### config.mk
export PLATFORM = sky130hd
export DESIGN_NAME = uart_tx_mmio_flat
export DESIGN_NICKNAME = d
export VERILOG_FILES = /design/src/rtl/uart_tx_mmio_if.sv /design/src/rtl/uart_tx_mmio.sv /design/src/flat_wrapper.sv
export SDC_FILE = /design/constraint.sdc
export NUM_CORES = 1
export LEC_CHECK = 0
export ABC_AREA = 1
export BUFFER_PORTS_ARGS = -buffer_cell sky130_fd_sc_hd__buf_2
export CAP_MARGIN = 20
export CORE_AREA = 2 2 115 117
export DETAILED_ROUTE_END_ITERATION = 7
export DIE_AREA = 0 0 117 119
export GPL_ROUTABILITY_DRIVEN = 0
export GPL_TIMING_DRIVEN = 1
export PLACE_DENSITY = 0.58
export SYNTH_ARGS = -nofsm -noshare
export SYNTH_HDL_FRONTEND = slang
export SYNTH_SLANG_ARGS = --single-unit
### constraint.sdc
create_clock -name clk -period 3.2 [get_ports clk]
set_input_delay 0.32 -clock clk [delete_from_list [all_inputs] [get_ports clk]]
set_output_delay 0.32 -clock clk [all_outputs]
set_load 0.02 [all_outputs]
### src/rtl/uart_tx_mmio_if.sv
// uart_tx_mmio_if: data-bus signals shared by the CPU and the memory-mapped UART transmitter
interface uart_tx_mmio_if;
    logic [31:0] addr;
    logic [31:0] write_data;
    logic [31:0] read_data;
    logic        memwrite;
    logic        memread;
    logic [3:0]  sign_mask;
    logic        hit;
    modport master (
        output addr, write_data, memwrite, memread, sign_mask,
        input  read_data, hit
    );
    modport slave (
        input  addr, write_data, memwrite, memread, sign_mask,
        output read_data, hit
    );
endinterface

### src/rtl/uart_tx_mmio.sv
// uart_tx_mmio: memory-mapped 8N1 UART transmitter with a TX FIFO and a status register
module uart_tx_mmio #(
    parameter int          CLKS_PER_BIT = 104,
    parameter logic [31:0] BASE_ADDR    = 32'h0000_2000,
    parameter int          FIFO_DEPTH   = 8
) (
    input  logic           clk,
    input  logic           reset,
    uart_tx_mmio_if.slave  bus,
    output logic           tx
);
    localparam int AW = $clog2(FIFO_DEPTH);
    localparam int CW = $clog2(CLKS_PER_BIT);
    typedef enum logic [1:0] {IDLE, START, DATA, STOP} state_t;
    state_t        state;
    logic [CW-1:0] baud;
    logic [2:0]    bit_idx;
    logic [7:0]    shreg;
    logic [7:0]    mem [FIFO_DEPTH];
    logic [AW-1:0] head, tail;
    logic [AW:0]   count;
    logic          overflow, full, empty, baud_end, push_req, push, pop, ovf_clr;
    logic [31:0]   status;
    logic          unused_bits;
    always_comb begin
        bus.hit   = bus.addr[31:3] == BASE_ADDR[31:3];
        full      = count == (AW+1)'(FIFO_DEPTH);
        empty     = count == '0;
        baud_end  = baud == CW'(CLKS_PER_BIT - 1);
        push_req  = bus.hit & bus.memwrite & !bus.addr[2] & bus.sign_mask[0];
        ovf_clr   = bus.hit & bus.memwrite & bus.addr[2] & bus.sign_mask[0] & bus.write_data[3];
        pop       = !empty & (state == IDLE | (state == STOP & baud_end));
        // a full FIFO still accepts a byte when the head leaves on the same edge
        push      = push_req & (!full | pop);
        status    = 32'({count, overflow, empty, full, state != IDLE});
        bus.read_data = (bus.hit & bus.memread & bus.addr[2]) ? status : '0;
    end
    assign unused_bits = ^{bus.addr[1:0], bus.write_data[31:8], bus.sign_mask[3:1]};
    always_ff @(posedge clk) begin
        if (push) mem[tail] <= bus.write_data[7:0];
        if (reset) begin
            head     <= '0;
            tail     <= '0;
            count    <= '0;
            overflow <= 1'b0;
        end else begin
            if (push) tail <= tail + 1'b1;
            if (pop) head <= head + 1'b1;
            count    <= count + (AW+1)'(push) - (AW+1)'(pop);
            overflow <= (push_req & full & !pop) | (overflow & !ovf_clr);
        end
    end
    always_ff @(posedge clk) begin
        if (reset) begin
            state   <= IDLE;
            tx      <= 1'b1;
            baud    <= '0;
            bit_idx <= '0;
            shreg   <= '0;
        end else begin
            baud <= (state == IDLE || baud_end) ? '0 : baud + 1'b1;
            case (state)
                IDLE: if (pop) begin
                    shreg <= mem[head];
                    tx    <= 1'b0;
                    state <= START;
                end
                START: if (baud_end) begin
                    tx      <= shreg[0];
                    shreg   <= shreg >> 1;
                    bit_idx <= '0;
                    state   <= DATA;
                end
                DATA: if (baud_end) begin
                    if (bit_idx == 3'd7) begin
                        tx    <= 1'b1;
                        state <= STOP;
                    end else begin
                        tx      <= shreg[0];
                        shreg   <= shreg >> 1;
                        bit_idx <= bit_idx + 1'b1;
                    end
                end
                STOP: if (baud_end) begin
                    if (pop) begin
                        shreg <= mem[head];
                        tx    <= 1'b0;
                        state <= START;
                    end else begin
                        state <= IDLE;
                    end
                end
                default: state <= IDLE;
            endcase
        end
    end
endmodule
### src/flat_wrapper.sv
// flat-port wrapper written by rule: the top's interface ports become plain ports
module uart_tx_mmio_flat 
#(
    parameter int          CLKS_PER_BIT = 104,
    parameter logic [31:0] BASE_ADDR    = 32'h0000_2000,
    parameter int          FIFO_DEPTH   = 8
)
  (clk, reset, tx, bus_addr, bus_write_data, bus_memwrite, bus_memread, bus_sign_mask, bus_read_data, bus_hit);
  uart_tx_mmio_if bus_i ();
  input  logic clk;
  input  logic reset;
  output logic tx;
  input wire logic [$bits(bus_i.addr)-1:0] bus_addr;
  input wire logic [$bits(bus_i.write_data)-1:0] bus_write_data;
  input wire logic [$bits(bus_i.memwrite)-1:0] bus_memwrite;
  input wire logic [$bits(bus_i.memread)-1:0] bus_memread;
  input wire logic [$bits(bus_i.sign_mask)-1:0] bus_sign_mask;
  output wire logic [$bits(bus_i.read_data)-1:0] bus_read_data;
  output wire logic [$bits(bus_i.hit)-1:0] bus_hit;
  assign bus_i.addr = bus_addr;
  assign bus_i.write_data = bus_write_data;
  assign bus_i.memwrite = bus_memwrite;
  assign bus_i.memread = bus_memread;
  assign bus_i.sign_mask = bus_sign_mask;
  assign bus_read_data = bus_i.read_data;
  assign bus_hit = bus_i.hit;
  uart_tx_mmio #(.CLKS_PER_BIT(CLKS_PER_BIT), .BASE_ADDR(BASE_ADDR), .FIFO_DEPTH(FIFO_DEPTH)) u_core (.clk(clk), .reset(reset), .bus(bus_i), .tx(tx));
endmodule
==> metrics.cfg, run 1 <==
[status]
status=finished clean

[pwr]
leakage_nw=2.47
total_power_mw=3.94
p_per_area_nw_per_um2=696
ir_drop_uv=284

[die]
die_h_microns=119
io_pins=106
chipWidth_microns=117
dieArea_sq_um=13900
initial_core_util_pct=38.5
rows=42
core-area_sq_um=12900

[layout]
diodes=0
n_fill_cell=1260
nNetsFinal=712
areaGrowthSynthToFinish_pct=14.4
drive_gt1_share_pct=16.6
final_area_sq_um=5660
final_cells=804

[place]
hpwlAfterDp_mm=6.66
numPortBuffers=52
dp_cells=788
place_area_sq_um=5340

[route]
wl_met2_mm=4.75
drt-vias-per-instance=4.46
finalWirelength_mm=9.80
first_pass_iters=4
met1_length_mm=4.47
drc=0
vias=3582
ant_nets=0
wl_met3_microns=417
avgRoutedWirePerCell_microns=12.2
dr.max_layer_used=met4
drt_iter0_markers=199

[clock_network]
cts-root-buf=clkbuf_16
cts-resized-gates=0
hold_buffers=0
cts_sinks=99
clk_path_buf_depth=2
post_cts_buffers=0
tritoncts=yes
htree_levels=3
clkTransAtPathRegs_ns=0.07
numCtsBuffers=9
clkLatencyLatePin_ns=0.34

[synthesis]
yosys-top-cells-area=edfxtp_1 (39%), dfxtp_1 (14%), nand2_1 (7.4%), nor2_1 (6.6%), inv_1 (6.1%)
yosysTopAreaCell=edfxtp_1
synth_seq_cells=99
synth-async-reset-ratio_pct=0
seq_area_frac_synth_pct=53.0
synth_area_sq_um=4950
post-synth-top-count-cell=nand2_1
synth_top_area_share_pct=38.8
synth_cells=564
synth_common_cells=nand2_1 (97), nor2_1 (87), inv_1 (81)
syn_avg_cell_area_sq_um=8.78
ys_warn_count=0
synthFlopType=edfxtp_1
synth_edf_count=64
synth.distinct_cells=40

[global_route]
overflow=0
grt_pass1_wl_mm=15.8
antenna_found_initial=0
grt_usage_pct=14.8
grt_max_degree=26
grt_pass1_vias=3389

[sta]
finalHoldViolCount=0
period_share_pct=75.2
fin_crit_ns=2.41
setup_viol_count_final=0
grt_setup_unrepaired=false
worst_pin_slew_ns=0.771
slew-limit-headroom_pct=48.5
holdWs_ns=0.238
finalSetupTns_ns=0
clock.fmax_ghz=0.415
drv_slew=0
fin_skew_ns=0.00670

[worst_setup_path]
cp_max_fo=7
crit_arrival_ns=2.64
cp-end-kind=register
crit_required_ns=3.43
worstSetupPathType=register to register
start_kind=register
r2r_slack_ns=0.79

[min_path]
min_path_type=input port to register

[job]
cap_violations=0

-- cells in the final DEF (no fill, tap or decap), types with 24 or more instances in the layout --
cell type  count
nor2_1        87
inv_1         81
edfxtp_1      64
nand3_1       33
o21ai_0       31
dfxtp_1       35
nand2_1       97
conb_1        24
buf_2         52
-- flip-flops by register name, summed over array words and instances, names as in the netlist, named ones only --
name,cells
u_core.overflow,1
u_core.tx,1
u_core.mem,64
u_core.state,2
u_core.baud,7
u_core.bit_idx,3
u_core.tail,3
u_core.shreg,8
u_core.count,4
u_core.head,3
-- metal layers --
layer  up-vias  GRT usage, %
met3        11          3.66
met5         -             0
met2        82          23.9
met4         0          4.78
li1       1887             -
met1      1602          19.4
-- power breakdown --
part | internal (mW) | switching (mW)
logic | 0.428 | 0.815
clock network | 0.691 | 0.481
registers | 1.45 | 0.0748
-- metrics by stage --
| stage | util (%) | setup slack [ns] |
|---|---|---|
| after floorplan | - | 0.973 |
| after global placement | 41.5 | 0.840 |
| after detailed placement | 41.5 | 0.834 |
| after CTS | 44.0 | 0.800 |
| after global routing | 44.0 | 0.600 |
| final | 44.0 | 0.793 |
-- final timing paths --
path | startpoint | depth (start not counted) | to
worst max register to register | u_core.state[0] | 11 | u_core.count[2]
worst max-delay path | u_core.state[0] | 11 | u_core.count[2]
worst min register to register | u_core.baud[0] | 1 | u_core.baud[0]
worst min-delay path | bus_write_data[2] | 1 | u_core.mem[2][2]
-- kinds of logic after synthesis --
logic type      Yosys count  share of synthesized area [%]
buf+inv                 122                           11.7
compound gates           67                           7.20
simple gates            254                           22.9
fa+ha+maj                17                           4.45
xor+xnor                  4                          0.708
other cells               1                         0.0757
flops                    99                           53.0
-- worst max-delay path: stages, from the launching register on --
cell and delay, ns:
dfxtp_1 0.40, inv_1 0.10, ha_1 0.24, o21a_1 0.21, nand2_4 0.12, inv_1 0.12, ha_1 0.29, inv_1 0.04
ha_1 0.19, fa_1 0.38, xnor2_1 0.15, nor2_1 0.05
-- layout make-up --
type	count	area [sq um]	share of cell area, %
multi-input cells	366	1840	32.4
well taps	176	220	3.89
inverters	85	324	5.72
clock buffers	9	225	3.98
clock inverters	7	98.8	1.75
repair buffers	62	335	5.92
flip-flops and latches	99	2620	46.3
(Power assumes the default switching activity.)
==> inputs of run 2 (changes only) <==
--- a/config.mk
+++ b/config.mk
@@ -13,7 +13,7 @@
 export DIE_AREA = 0 0 117 119
 export GPL_ROUTABILITY_DRIVEN = 0
 export GPL_TIMING_DRIVEN = 1
-export PLACE_DENSITY = 0.58
+export PLACE_DENSITY = 0.6
 export SYNTH_ARGS = -nofsm -noshare
 export SYNTH_HDL_FRONTEND = slang
 export SYNTH_SLANG_ARGS = --single-unit
==> constraint.sdc (replaced) <==
create_clock -name clk -period 2.1 [get_ports clk]
set_input_delay 0.21 -clock clk [delete_from_list [all_inputs] [get_ports clk]]
set_output_delay 0.21 -clock clk [all_outputs]
set_load 0.02 [all_outputs]
==> run 2 against run 1 <==
Against the previous run:
- routed wire length rose by 4.3%
- non-clock buffer count rose by 21
- setup slack got worse by 0.72 ns
- hold slack got worse by 0.10 ns
- via count rose by 4.2%
- clock skew rose by 0.0010 ns
- count of clock-buffer cells in the layout rose by 2
- clock power rose by 41%
- global-route usage rose by 0.42 points
- total power rose by 59%
- critical path type unchanged
==> metrics.cfg, run 2 (synthesized netlist as in run 1, its figures left out) <==
[route]
vias=3731  ; +4.2%
finalWirelength_mm=10.2  ; +4.3%
avgRoutedWirePerCell_microns=12.4  ; +1.6%
drt-vias-per-instance=4.52  ; +1.5%
first_pass_iters=4  ; unchanged
drc=0  ; unchanged
ant_nets=0  ; unchanged
drt_iter0_markers=185  ; -7.0%

[place]
numPortBuffers=52  ; unchanged
dp_cells=807  ; +2.4%
hpwlAfterDp_mm=6.90  ; +3.7%

[global_route]
antenna_found_initial=0  ; unchanged
overflow=0  ; unchanged
grt_max_degree=27  ; +3.8%
grt_pass1_vias=3568  ; +5.3%
grt_usage_pct=15.2  ; +0.42 points
grt_pass1_wl_mm=16.4  ; +3.9%

[layout]
nNetsFinal=733  ; +2.9%
layout_common_cells=nand2_1 (96), nor2_1 (87), inv_1 (74)
largest_reg_flops=64  ; unchanged
diodes=0  ; unchanged
regMostFlops=u_core.mem
drive_gt1_share_pct=22.7  ; +6.1 points
final_cells=825  ; +2.6%
reg_top3=u_core.mem (64), u_core.shreg (8), u_core.baud (7)
areaGrowthSynthToFinish_pct=19.4
final_common_cell=nand2_1

[pwr]
ir_drop_uv=422  ; +49%
switching_share_pct=34.9  ; +0.17 points
p_sw_mw=2.19  ; +59%
combPwrFrac_pct=36.8  ; +5.3 points
p_per_area_nw_per_um2=1060  ; +52%
p_int_mw=4.07  ; +58%
clkPwrFrac_pct=26.3  ; -3.4 points
p_seq_share_pct=36.9  ; -1.9 points
leakage_nw=2.56  ; +3.6%

[job]
cap_violations=0  ; unchanged

[clock_network]
htree_levels=3  ; unchanged
clkLatencyLatePin_ns=0.34  ; about the same
cts-root-buf=clkbuf_16
cts_sinks=99  ; unchanged
clk_path_buf_depth=2  ; unchanged
numCtsBuffers=9  ; unchanged
tritoncts=yes
hold_buffers=0  ; unchanged
clkTransAtPathRegs_ns=0.07  ; about the same

[die]
core-area_sq_um=12900  ; unchanged
die_h_microns=119  ; unchanged
io_pins=106  ; unchanged
dieArea_sq_um=13900  ; unchanged
chipWidth_microns=117  ; unchanged
rows=42  ; unchanged
initial_core_util_pct=38.5  ; unchanged

[worst_setup_path]
crit_arrival_ns=2.31  ; -0.33 ns
crit_required_ns=2.38  ; -1.05 ns
worstSetupPathType=register to register
start_kind=register
cp_max_fo=4  ; -3
cp-end-kind=register

[status]
status=finished clean

[sta]
grt_setup_unrepaired=true
fin_skew_ns=0.00771  ; +0.00101 ns
setup_viol_count_final=0  ; unchanged
fin_crit_ns=2.03  ; -0.380 ns
clock.fmax_ghz=0.493  ; +19%
slew-limit-headroom_pct=62.2  ; +14 points
finalHoldViolCount=0  ; unchanged
drv_slew=0  ; unchanged
holdWs_ns=0.134  ; -0.103 ns
worst_pin_slew_ns=0.567  ; -0.204 ns
period_share_pct=96.5  ; +21 points

[min_path]
min_path_type=input port to register

## run 2: cell count changes in the layout (fill, tap and decap cells not counted), sizes merged
cell / previous run / this run
clkbuf: 9 / 11
buf: 62 / 83
inv: 86 / 85
clkinv: 4 / 3
bufinv: 2 / 1
clkinvlp: 0 / 1
## run 2: final timing paths
| kind | start | to | slack [ns] | cells after the start |
|---|---|---|---|---|
| worst min register to register | u_core.bit_idx[1] | u_core.bit_idx[1] | 0.47 | 2 |
| worst max-delay path | u_core.state[1] | u_core.count[1] | 0.07 | 11 |
| worst min-delay path | bus_write_data[2] | u_core.mem[1][2] | 0.13 | 1 |
| worst max register to register | u_core.state[1] | u_core.count[1] | 0.07 | 11 |
## run 2: final cells by class
type	instances	area [sq um]
clock buffer	11	233
clock inverter	5	63.8
fill	1223	6960
inverter	85	327
multi-input combinational	366	1950
sequential	99	2630
tap	176	220
timing repair buffer	83	493
## run 2: metrics by stage
| step | power (mW) | cell area [sq um] | TNS, ns | worst slack, ns | utilization, % |
|---|---|---|---|---|---|
| 6_report | 6.26 | 5910 | 0 | 0.0726 | 45.9 |
| 5_1_grt | 6.70 | 5910 | -0.00961 | -0.00661 | 45.9 |
| 4_1_cts | 6.12 | 5800 | 0 | 0.00160 | 45.1 |
| 3_5_place_dp | 4.47 | 5480 | -0.108 | -0.0780 | 42.6 |
| 3_3_place_gp | 4.41 | 5480 | -0.0154 | -0.0154 | 42.6 |
| 2_1_floorplan | 3.89 | 5040 | -1.53 | -0.0356 | - |
## run 2: per-layer routing
layer  wire length (microns)  GRT usage [%]  vias up
li1                        -              -     1926
met1                    4490           19.1     1690
met2                    4920           25.3      100
met3                     603           3.46       15
met4                     196           5.59        0
met5                       0              0        -
## run 2: what timing repair did
action | in CTS | in global routing
buffers inserted | 1 | 1
endpoints found under the setup margin | 2 | 17
pin swaps | 3 | 4
endpoints found under the hold margin | 0 | 0
resized for setup | 5 | 26
## run 2: power groups by stage
stage          sequential [mW]  combinational, mW  clock (mW)
2_1_floorplan             2.33               1.57           0
3_5_place_dp              2.33               2.14           0
4_1_cts                   2.29               2.16        1.67
5_1_grt                   2.32               2.64        1.74
3_3_place_gp              2.33               2.08           0
6_report                  2.31               2.30        1.65
## run 2: critical path, stage by stage, from the launching register on
cell	delay, ns
dfxtp_2	0.36
inv_2	0.06
ha_4	0.15
o21a_1	0.19
nand2_4	0.10
inv_4	0.04
ha_4	0.25
inv_2	0.04
ha_4	0.15
fa_2	0.52
inv_1	0.04
nor2_1	0.07
==> inputs of run 3 (changes only) <==
--- a/config.mk
+++ b/config.mk
@@ -8,12 +8,12 @@
 export ABC_AREA = 1
 export BUFFER_PORTS_ARGS = -buffer_cell sky130_fd_sc_hd__buf_2
 export CAP_MARGIN = 20
-export CORE_AREA = 2 2 115 117
+export CORE_AREA = 3 3 109 111
 export DETAILED_ROUTE_END_ITERATION = 7
-export DIE_AREA = 0 0 117 119
+export DIE_AREA = 0 0 112 114
 export GPL_ROUTABILITY_DRIVEN = 0
 export GPL_TIMING_DRIVEN = 1
-export PLACE_DENSITY = 0.6
+export PLACE_DENSITY = 0.67
 export SYNTH_ARGS = -nofsm -noshare
 export SYNTH_HDL_FRONTEND = slang
 export SYNTH_SLANG_ARGS = --single-unit
==> run 3 against run 2 <==
Against the previous run:
- sequential share of layout area increased by 1.2 points
- clock power down 35%
- highest routed layer unchanged
- die area fell by 8.3%
- register-to-register slack worse by 0.02 ns
- critical endpoint unchanged
- combinational power is essentially flat
- routed wire length shrank 0.48%
- setup slack worse by 0.025 ns
- clock skew up 0.0010 ns
==> metrics.cfg, run 3 (synthesized netlist as in run 1, its figures left out) <==
[status]
status=finished clean

[worst_setup_path]
r2r_slack_ns=0.05  ; -0.02 ns
crit_arrival_ns=2.36  ; +0.05 ns
cp_max_fo=4  ; unchanged
worstSetupPathType=register to register
start_kind=register
cp-end-kind=register
crit_required_ns=2.41  ; +0.03 ns

[pwr]
combPwrFrac_pct=40.7  ; +3.9 points
ir_drop_uv=536  ; +27%
leakage_nw=2.52  ; -1.6%
p_per_area_nw_per_um2=994  ; -6.0%
p_sw_mw=2.12  ; -3.2%
switching_share_pct=37.0  ; +2.1 points
clkPwrFrac_pct=18.7  ; -7.6 points
total_power_mw=5.72  ; -8.5%
p_int_mw=3.61  ; -11%
p_seq_share_pct=40.6  ; +3.7 points

[route]
drt_iter0_markers=186  ; +0.54%
drc=0  ; unchanged
avgRoutedWirePerCell_microns=12.8  ; +3.5%
vias=3838  ; +2.9%
first_pass_iters=5  ; +1
drt-vias-per-instance=4.84  ; +7.0%
ant_nets=0  ; unchanged
finalWirelength_mm=10.2  ; -0.48%

[die]
chipWidth_microns=112  ; -4.3%
core-area_sq_um=10900  ; -15%
die_h_microns=114  ; -4.2%
io_pins=106  ; unchanged
rows=38  ; -9.5%
dieArea_sq_um=12800  ; -8.3%
initial_core_util_pct=45.5  ; +7.0 points

[layout]
drive_gt1_share_pct=23.1  ; +0.47 points
reg_top3=u_core.mem (64), u_core.shreg (8), u_core.baud (7)
final_area_sq_um=5760  ; -2.6%
areaGrowthSynthToFinish_pct=16.3
nNetsFinal=737  ; +0.55%
final_common_cell=nand2_1
largest_reg_flops=64  ; unchanged
diodes=0  ; unchanged
post-route-util_pct=52.9  ; +6.9 points
layout_common_cells=nand2_1 (96), nor2_1 (87), inv_1 (73)
regMostFlops=u_core.mem

[place]
numPortBuffers=52  ; unchanged
hpwlAfterDp_mm=6.96  ; +0.77%
place_area_sq_um=5440  ; -0.82%

[clock_network]
numCtsBuffers=9  ; unchanged
htree_levels=3  ; unchanged
cts_sinks=99  ; unchanged
tritoncts=yes
hold_buffers=0  ; unchanged
clkLatencyLatePin_ns=0.36  ; +0.02 ns
clkTransAtPathRegs_ns=0.09  ; +0.02 ns
cts-root-buf=clkbuf_8
clk_path_buf_depth=2  ; unchanged

[global_route]
grt_pass1_vias=3643  ; +2.1%
overflow=0  ; unchanged
antenna_found_initial=0  ; unchanged
grt_max_degree=26  ; -3.7%
grt_usage_pct=16.4  ; +1.2 points
grt_pass1_wl_mm=16.6  ; +1.6%

[sta]
clock.fmax_ghz=0.487  ; -1.2%
finalHoldViolCount=0  ; unchanged
holdWs_ns=0.111  ; -0.0231 ns
fin_skew_ns=0.00875  ; +0.00104 ns
period_share_pct=97.7  ; +1.2 points
setup_viol_count_final=0  ; unchanged
worst_pin_slew_ns=0.549  ; -0.0180 ns
drv_slew=0  ; unchanged
slew-limit-headroom_pct=63.4  ; +1.2 points
grt_setup_unrepaired=true
fin_crit_ns=2.05  ; +0.0250 ns

[job]
cap_violations=0  ; unchanged

[min_path]
min_path_type=input port to register

## run 3: worst paths after layout
check | cells past startpoint | endpoint | startpoint
worst min register to register | 2 | u_core.bit_idx[2] | u_core.bit_idx[2]
worst min-delay path | 1 | u_core.mem[1][2] | bus_write_data[2]
worst max-delay path | 11 | u_core.count[1] | u_core.state[1]
worst max register to register | 11 | u_core.count[1] | u_core.state[1]
## run 3: timing repair
action / CTS / global route
hold endpoints to repair: 0 / 0
pin swaps: 1 / 9
resized for setup: 6 / 27
setup endpoints to repair: 2 / 3
setup buffers: 1 / 5
## run 3: per-stage QoR
step / setup TNS [ns] / std cells / setup slack [ns]
global placement: -0.0157 / 771 / -0.0157
global route: -0.0477 / 793 / -0.0262
finish: 0 / 793 / 0.0477
CTS: 0 / 788 / 0.00195
floorplan: -1.53 / 587 / -0.0356
detailed placement: -0.102 / 771 / -0.0663
## run 3: final cells by class
type | instances | area [sq um]
Timing Repair Buffer | 87 | 523
Clock inverter | 5 | 37.5
Clock buffer | 11 | 131
Fill cell | 957 | 5130
Inverter | 85 | 332
Tap cell | 140 | 175
Multi-Input combinational cell | 366 | 1930
Sequential cell | 99 | 2630
## run 3: worst max-delay path, stage by stage, from the launching register on
cell     delay, ns
dfxtp_2       0.36
inv_2         0.06
ha_4          0.16
o21a_1        0.20
nand2_4       0.10
inv_4         0.05
ha_4          0.25
inv_2         0.03
ha_4          0.15
fa_2          0.54
inv_2         0.03
nor2_1        0.06
## run 3: power by group through the flow
stage	Combinational (mW)	Sequential (mW)	Clock [mW]
5_1_grt	2.65	2.34	1.19
6_report	2.33	2.32	1.07
2_1_floorplan	1.57	2.33	0
3_5_place_dp	2.10	2.35	0
3_3_place_gp	2.04	2.35	0
4_1_cts	2.14	2.31	1.10
## run 3: routing by layer
layer | GRT usage [%] | wire [microns] | vias to the layer above
li1 | - | - | 1935
met1 | 19.9 | 4310 | 1756
met2 | 28.3 | 4960 | 130
met3 | 3.50 | 696 | 17
met4 | 6.73 | 190 | 0
met5 | 0 | 0 | -
